===== config.mk =====
export PLATFORM = sky130hd
export DESIGN_NAME = demux_12
export DESIGN_NICKNAME = d
export VERILOG_FILES = /design/src/rtl/demux_12.sv
export SDC_FILE = /design/constraint.sdc
export NUM_CORES = 1
export LEC_CHECK = 0
export BUFFER_PORTS_ARGS = -buffer_cell sky130_fd_sc_hd__clkbuf_2
export CAP_MARGIN = 20
export CORE_UTILIZATION = 44
export CTS_CLUSTER_DIAMETER = 40
export CTS_CLUSTER_SIZE = 8
export DETAILED_ROUTE_END_ITERATION = 6
export PLACE_DENSITY = 0.72
export SYNTH_ARGS = -nofsm -noshare
export SYNTH_HDL_FRONTEND = slang
export SYNTH_SLANG_ARGS = --single-unit

===== constraint.sdc =====
create_clock -name clk -period 1.4 [get_ports clk]
set_clock_uncertainty 0.05 [all_clocks]
set_input_delay 0.21 -clock clk [delete_from_list [all_inputs] [get_ports clk]]
set_output_delay 0.21 -clock clk [all_outputs]
set_load 0.1 [all_outputs]

===== src/rtl/demux_12.sv =====
// demux_12: splits an interleaved lane0/lane1 word stream into registered word pairs.
// Pairs are emitted one cycle after the lane 1 word is sampled.
module demux_12 #(
    parameter int WIDTH = 4
) (
    input  logic             clk,
    input  logic             reset,
    input  logic             valid_in,
    input  logic [WIDTH-1:0] data_in,
    input  logic             sync_clr,
    output logic [WIDTH-1:0] data_out_0,
    output logic [WIDTH-1:0] data_out_1,
    output logic             valid_out,
    output logic [7:0]       pair_cnt,
    output logic             orphan
);
    localparam logic [0:0] EXPECT_0 = 1'b0;
    localparam logic [0:0] EXPECT_1 = 1'b1;

    logic [0:0]       state_q, state_d;
    logic [WIDTH-1:0] hold_0_q, hold_0_d;
    logic [WIDTH-1:0] out_0_q, out_0_d;
    logic [WIDTH-1:0] out_1_q, out_1_d;
    logic             valid_q, valid_d;
    logic [7:0]       cnt_q, cnt_d;
    logic             orphan_q, orphan_d;
    logic             take, done;

    // sync_clr wins over valid_in: the word presented alongside it is dropped
    always_comb begin
        take     = valid_in && !sync_clr;
        done     = take && state_q == EXPECT_1;
        state_d  = sync_clr ? EXPECT_0 : (take ? ~state_q : state_q);
        hold_0_d = (take && state_q == EXPECT_0) ? data_in : hold_0_q;
        out_0_d  = done ? hold_0_q : out_0_q;
        out_1_d  = done ? data_in : out_1_q;
        valid_d  = done;
        cnt_d    = cnt_q + 8'(done);
        orphan_d = orphan_q | (sync_clr && state_q == EXPECT_1);
    end

    always_ff @(posedge clk or posedge reset) begin
        if (reset) begin
            state_q  <= EXPECT_0;
            hold_0_q <= '0;
            out_0_q  <= '0;
            out_1_q  <= '0;
            valid_q  <= 1'b0;
            cnt_q    <= '0;
            orphan_q <= 1'b0;
        end else begin
            state_q  <= state_d;
            hold_0_q <= hold_0_d;
            out_0_q  <= out_0_d;
            out_1_q  <= out_1_d;
            valid_q  <= valid_d;
            cnt_q    <= cnt_d;
            orphan_q <= orphan_d;
        end
    end

    assign data_out_0 = out_0_q;
    assign data_out_1 = out_1_q;
    assign valid_out  = valid_q;
    assign pair_cnt   = cnt_q;
    assign orphan     = orphan_q;
endmodule


== Word level (Yosys, flattened, before mapping) ==
Index checks and enable logic that the tools add are counted.
Storage, ports and cells
  bits in registers: 23
  input bits: 8
  output and inout bits: 18
  word-level logic and storage cells: 18
Operators by class
  $add $sub $neg: 1
  muxes and demuxes: 2
  bitwise operators: 2
  reduce and logical (&&, ||, !) cells: 6
Operators by type and width (number)
  $add A8 B1 Y8: 1
  $logic_and A1 B1 Y1: 4
  $mux W1: 2
  $reduce_bool A2 Y1: 1
  $logic_not A1 Y1: 1
  $not A1 Y1: 1
  $or A1 B1 Y1: 1

== Logic depth before layout (Yosys ltp) ==
  depth after elaboration: 4
  gate-level depth with buffers: 6
  gate-level depth less buffers: 6

== Worst setup path before layout ==
OpenSTA, ideal clock, no wires.
  kind: reg-to-reg
  start: register cnt_q[0], in the netlist pair_cnt[0]
  end: register cnt_q[4], in the netlist pair_cnt[4]
  arrival time: 1.698 ns
  required time: 1.192 ns
  setup slack: -0.507 ns
  stages on the path, launching flop included: 5
  cell sequence: dfrtp_1 > ha_1 > ha_1 > nand3_1 > xnor2_1
On the way
  word-level cells in the longest chain between the ends: 1
RTL lines
  from (decl): line 25  | logic [7:0] cnt_q, cnt_d;
  from (signal assigned): line 57  | cnt_q <= cnt_d;
  $add A8 B1 Y8: line 38  | cnt_d = cnt_q + 8'(done);
  named net cnt_d[4]: line 25
The timed path passes the listed nets, and every way through them passes these cells.
A chain may end at the register's enable or synchronous reset.

== Worst setup path after layout ==
  start: register state_q
  end: register cnt_q[7], in the netlist pair_cnt[7]
On the way
  word-level cells in the longest chain between the ends: 2
RTL lines
  from (decl): line 20  | logic [0:0] state_q, state_d;
  from (signal assigned): line 52  | state_q <= state_d;
  $logic_and A1 B1 Y1: line 32  | done = take && state_q == EXPECT_1;
  named net done: line 27  | logic take, done;
  $add A8 B1 Y8: line 38
  named net cnt_d[7]: line 25
The timed path passes the listed nets, and every way through them passes these cells.

==> metrics.sh <==
MULTI_INPUT_COMB_AREA_UM2=335
NETLIST.AREA_LEADER.SHARE_PCT=64.4
REPORT.FINAL.SETUP_VIOL=0
DIE_W_UM=47.1
SYNTHESIS.NETS=67
DETAILROUTE.VIA_COUNT=557
AREA_GROWTH_PCT=42.3
YOSYSWARNINGCOUNT=0
CTS_TREE='yes'
WORSTHOLDSTART='sync_clr'
POST-CTS-SETUP-BUFFER-COUNT=0
DRT_FIRST_PASS_ITERS=4
ACHIEVABLE-FREQUENCY_GHz=0.758
FIN_TNS_SETUP_NS=0
MAXSLEWVIOLCOUNT=0
SYNTH.FF_LATCH_COUNT=23
HTREE_NUM_LEVELS=1
CLOCK_PERIOD_MINUS_WORST_SLACK_NS=1.32
DETAIL_ROUTE.DRC_VIOLATIONS=0
OUTCOME='finished, final reports clean'
DETAIL_ROUTE.VIAS_PER_CELL=4.89
CTS_HOLD_BUFFERS=1
DESIGN.FINAL.NETS=100
R2R_CELLS=6
GRT_MAX_DEGREE=24
REG2REG_FROM='state_q$_DFFE_PP0P_'
POST_ROUTE_CELLS_DRIVE_ABOVE_1_SHARE_PCT=62.9
CTS_ROOT_BUF='sky130_fd_sc_hd__clkbuf_4'
SYNTH_AREA_LEADER_CELL='sky130_fd_sc_hd__dfrtp_1'
SEQ_AREA_FRAC_SYNTH_PCT=64.4
FINAL_MIN_PERIOD_OVER_CLOCK_PERIOD_PCT=94.2
NUMBER_OF_TOP_LEVEL_DESIGN_PORTS=26
REGAREA_UM2=588
DPL-INSTANCE-AREA_UM2=1230
OVERFLOW=0
DRTANTENNAVIOLNETS=0
TIMING.SLEW.HEADROOM_PCT=81.1
GLOBALROUTETOTALUTIL_PCT=16.4
CATEGORY_OF_THE_CRITICAL_SETUP_TIMING_PATH='register to register'
TIMING.CRITICAL_PATH.ARRIVAL_NS=1.47
HOLD-PATH-CELL-COUNT=2
ACTUAL_SLEW_AT_THE_WORST_MAX_SLEW_PIN_NS=0.283
GLOBAL_ROUTE_WIRE_LENGTH_BEFORE_REPAIR_MM=2.42
RRSETUPSLACK_NS=0.08
STATIC-LEAKAGE-POWER_uW=0.000587
YOSYS-TOP-CELLS-AREA='sky130_fd_sc_hd__dfrtp_1 64%, sky130_fd_sc_hd__mux2_2 15%, sky130_fd_sc_hd__xnor2_1 5.9%'
WORST_HOLD_PATH.ENDPOINT='state_q$_DFFE_PP0P_'
POSTSYNTHAREAPERCELL_UM2=15.7
DIE_AREA_UM2=2210
START_UTIL_PCT=49.1
TIMING.CRITICAL_PATH.FANOUT_MAX=4
TRITONCTS.NUM_BUFFERS=3
CAP_VIOLATIONS=0
PEAK_SUPPLY_DROP_mV=1.54
R2R-END='pair_cnt[7]$_DFF_PP0_'
SYNTHTOPCELLSBYCOUNT='23 x sky130_fd_sc_hd__dfrtp_1, 12 x sky130_fd_sc_hd__mux2_2, 6 x sky130_fd_sc_hd__xnor2_1'
DOMINANTREGCELLSYNTH='sky130_fd_sc_hd__dfrtp_1'
DIE_Y_UM=47.1
POST_CTS_SIZING_COUNT=0
COUNT_OF_ENDPOINTS_FAILING_HOLD_IN_THE_FINAL_TIMING_REPORT=0
CPMAXSTAGEDELAYCELL='sky130_fd_sc_hd__dfrtp_2'
CLK_PATH_BUF_DEPTH=2
ANTENNADIODECOUNT=0
CRITPATHREQUIREDTIME_NS=1.55
POST-SYNTH-TOP-COUNT-CELL='sky130_fd_sc_hd__dfrtp_1'
WORST_SETUP_PATH_START_KIND='register'
HOLD_CRIT_CLASS='primary input to register'
ROUTED_WL_MM=1.42
YOSYS_CELL_TYPES=12
FILLERINSTANCES=129
SYNTHESIS.INSTANCES=57
DETAILED_PLACER_S_ENDING_HPWL_MM=1.12
ROUTED_WIRE_LENGTH_PER_INSTANCE_UM=12.5
EDFF_COUNT_SYNTH=0
CTS.CLK_SLEW.WORST_PATHS_NS=0.11
CP-END-KIND='register'
PLACE_CONGESTION=0.691
GRT_ANTENNA_BEFORE_REPAIR=0
FIN_AREA_UM2=1270
WORST_PATH_LARGEST_CELL_DELAY_NS=0.45
CLOCK-SINKS=23
POST_SYN_AREA_UM2=893
GRT_PASS1_VIAS=546
COREAREA_UM2=1820
POWERDENSITY_nW_PER_UM2=2270
LATEST_CLOCK_ARRIVAL_WITHIN_THE_WORST_SKEW_PAIR_NS=0.29
IO_BUFFER_COUNT=25
ROWS=15
DRT_ITER0_MARKERS=3
GRT_SETUP_UNREPAIRED='no'
CRIT_PATH_CELLS='nand3b_4 -> inv_2 -> ha_4 -> and3_1 -> nand3_1 -> xnor2_1'
POST_SYNTH_ARST_SHARE_PCT=100
critical path: cells and delay by family, from the launching register on:
kind                       cells  cell delay [ns]
xor gates and xnor gates       1             0.13
adders and majority gates      1             0.16
buffers and inverters          1             0.09
DFF                            1             0.45
and+or+nand+nor                3             0.34
through the flow:
stage	util [%]	setup WS, ns	power (µW)	cells	hold slack, ns
after floorplan	-	0.00122	2160	57	0.161
after global placement	67.8	0.110	2600	109	0.190
after detailed placement	67.8	0.0831	2630	109	0.195
after CTS	69.8	0.0619	2920	114	0.0764
after global routing	69.8	0.00783	3000	114	0.0980
final	69.8	0.0810	2890	114	0.0874
power breakdown:
part | switching, µW | internal, µW | leakage (µW)
combinational | 1160 | 440 | 0.000299
clock | 173 | 111 | 0.0000150
sequential | 157 | 846 | 0.000274
total | 1490 | 1400 | 0.000587
cell families after synthesis:
| kind of cell | synth area share, % |
|---|---|
| simple gates | 8.96 |
| flops | 64.4 |
| buf+inv | 0.841 |
| mux | 15.1 |
| fa+ha+maj | 2.80 |
| compound gates | 0.981 |
| xor+xnor | 6.86 |
worst max path at each step:
stage          cells after the start             startpoint                    end
3_3_place_gp                       7               sync_clr  pair_cnt[7]$_DFF_PP0_
5_1_grt                            6    state_q$_DFFE_PP0P_  pair_cnt[6]$_DFF_PP0_
3_5_place_dp                       7               sync_clr  pair_cnt[7]$_DFF_PP0_
6_report                           6    state_q$_DFFE_PP0P_  pair_cnt[7]$_DFF_PP0_
4_1_cts                            6    state_q$_DFFE_PP0P_  pair_cnt[7]$_DFF_PP0_
2_1_floorplan                      3  pair_cnt[3]$_DFF_PP0_  pair_cnt[7]$_DFF_PP0_
final cells by class:
| cell class | instances | share of cell area, % |
|---|---|---|
| sequential | 23 | 46.3 |
| multi-input combinational | 32 | 26.4 |
| clock buffer | 4 | 2.07 |
| tap | 25 | 2.46 |
| inverter | 2 | 0.591 |
| timing repair buffer | 28 | 22.2 |
cells in the final DEF (no fill, tap or decap), drive strengths merged:
master,netlist,final
ha,2,2
dfrtp,23,23
dlygate4sd3,0,1
clkbuf,0,11
xor2,1,1
xnor2,6,6
mux2,12,12
and3,2,2
nor3b,1,1
inv,2,2
a21o,1,1
nor2,1,1
buf,0,20
nand3,5,5
nand3b,1,1
flip-flops by register name, summed over array words and instances, names as in the netlist:
name	count
valid_out	1
pair_cnt	8
orphan	1
state_q	1
data_out_0	4
data_out_1	4
hold_0_q	4
metal layers:
metal | routed length, µm | vias up | track usage [%]
li1 | - | 266 | -
met1 | 636 | 273 | 20.2
met2 | 716 | 16 | 28.1
met3 | 57 | 2 | 2.31
met4 | 12 | 0 | 8.57
met5 | 0 | - | 0
(Power assumes the default switching activity.)
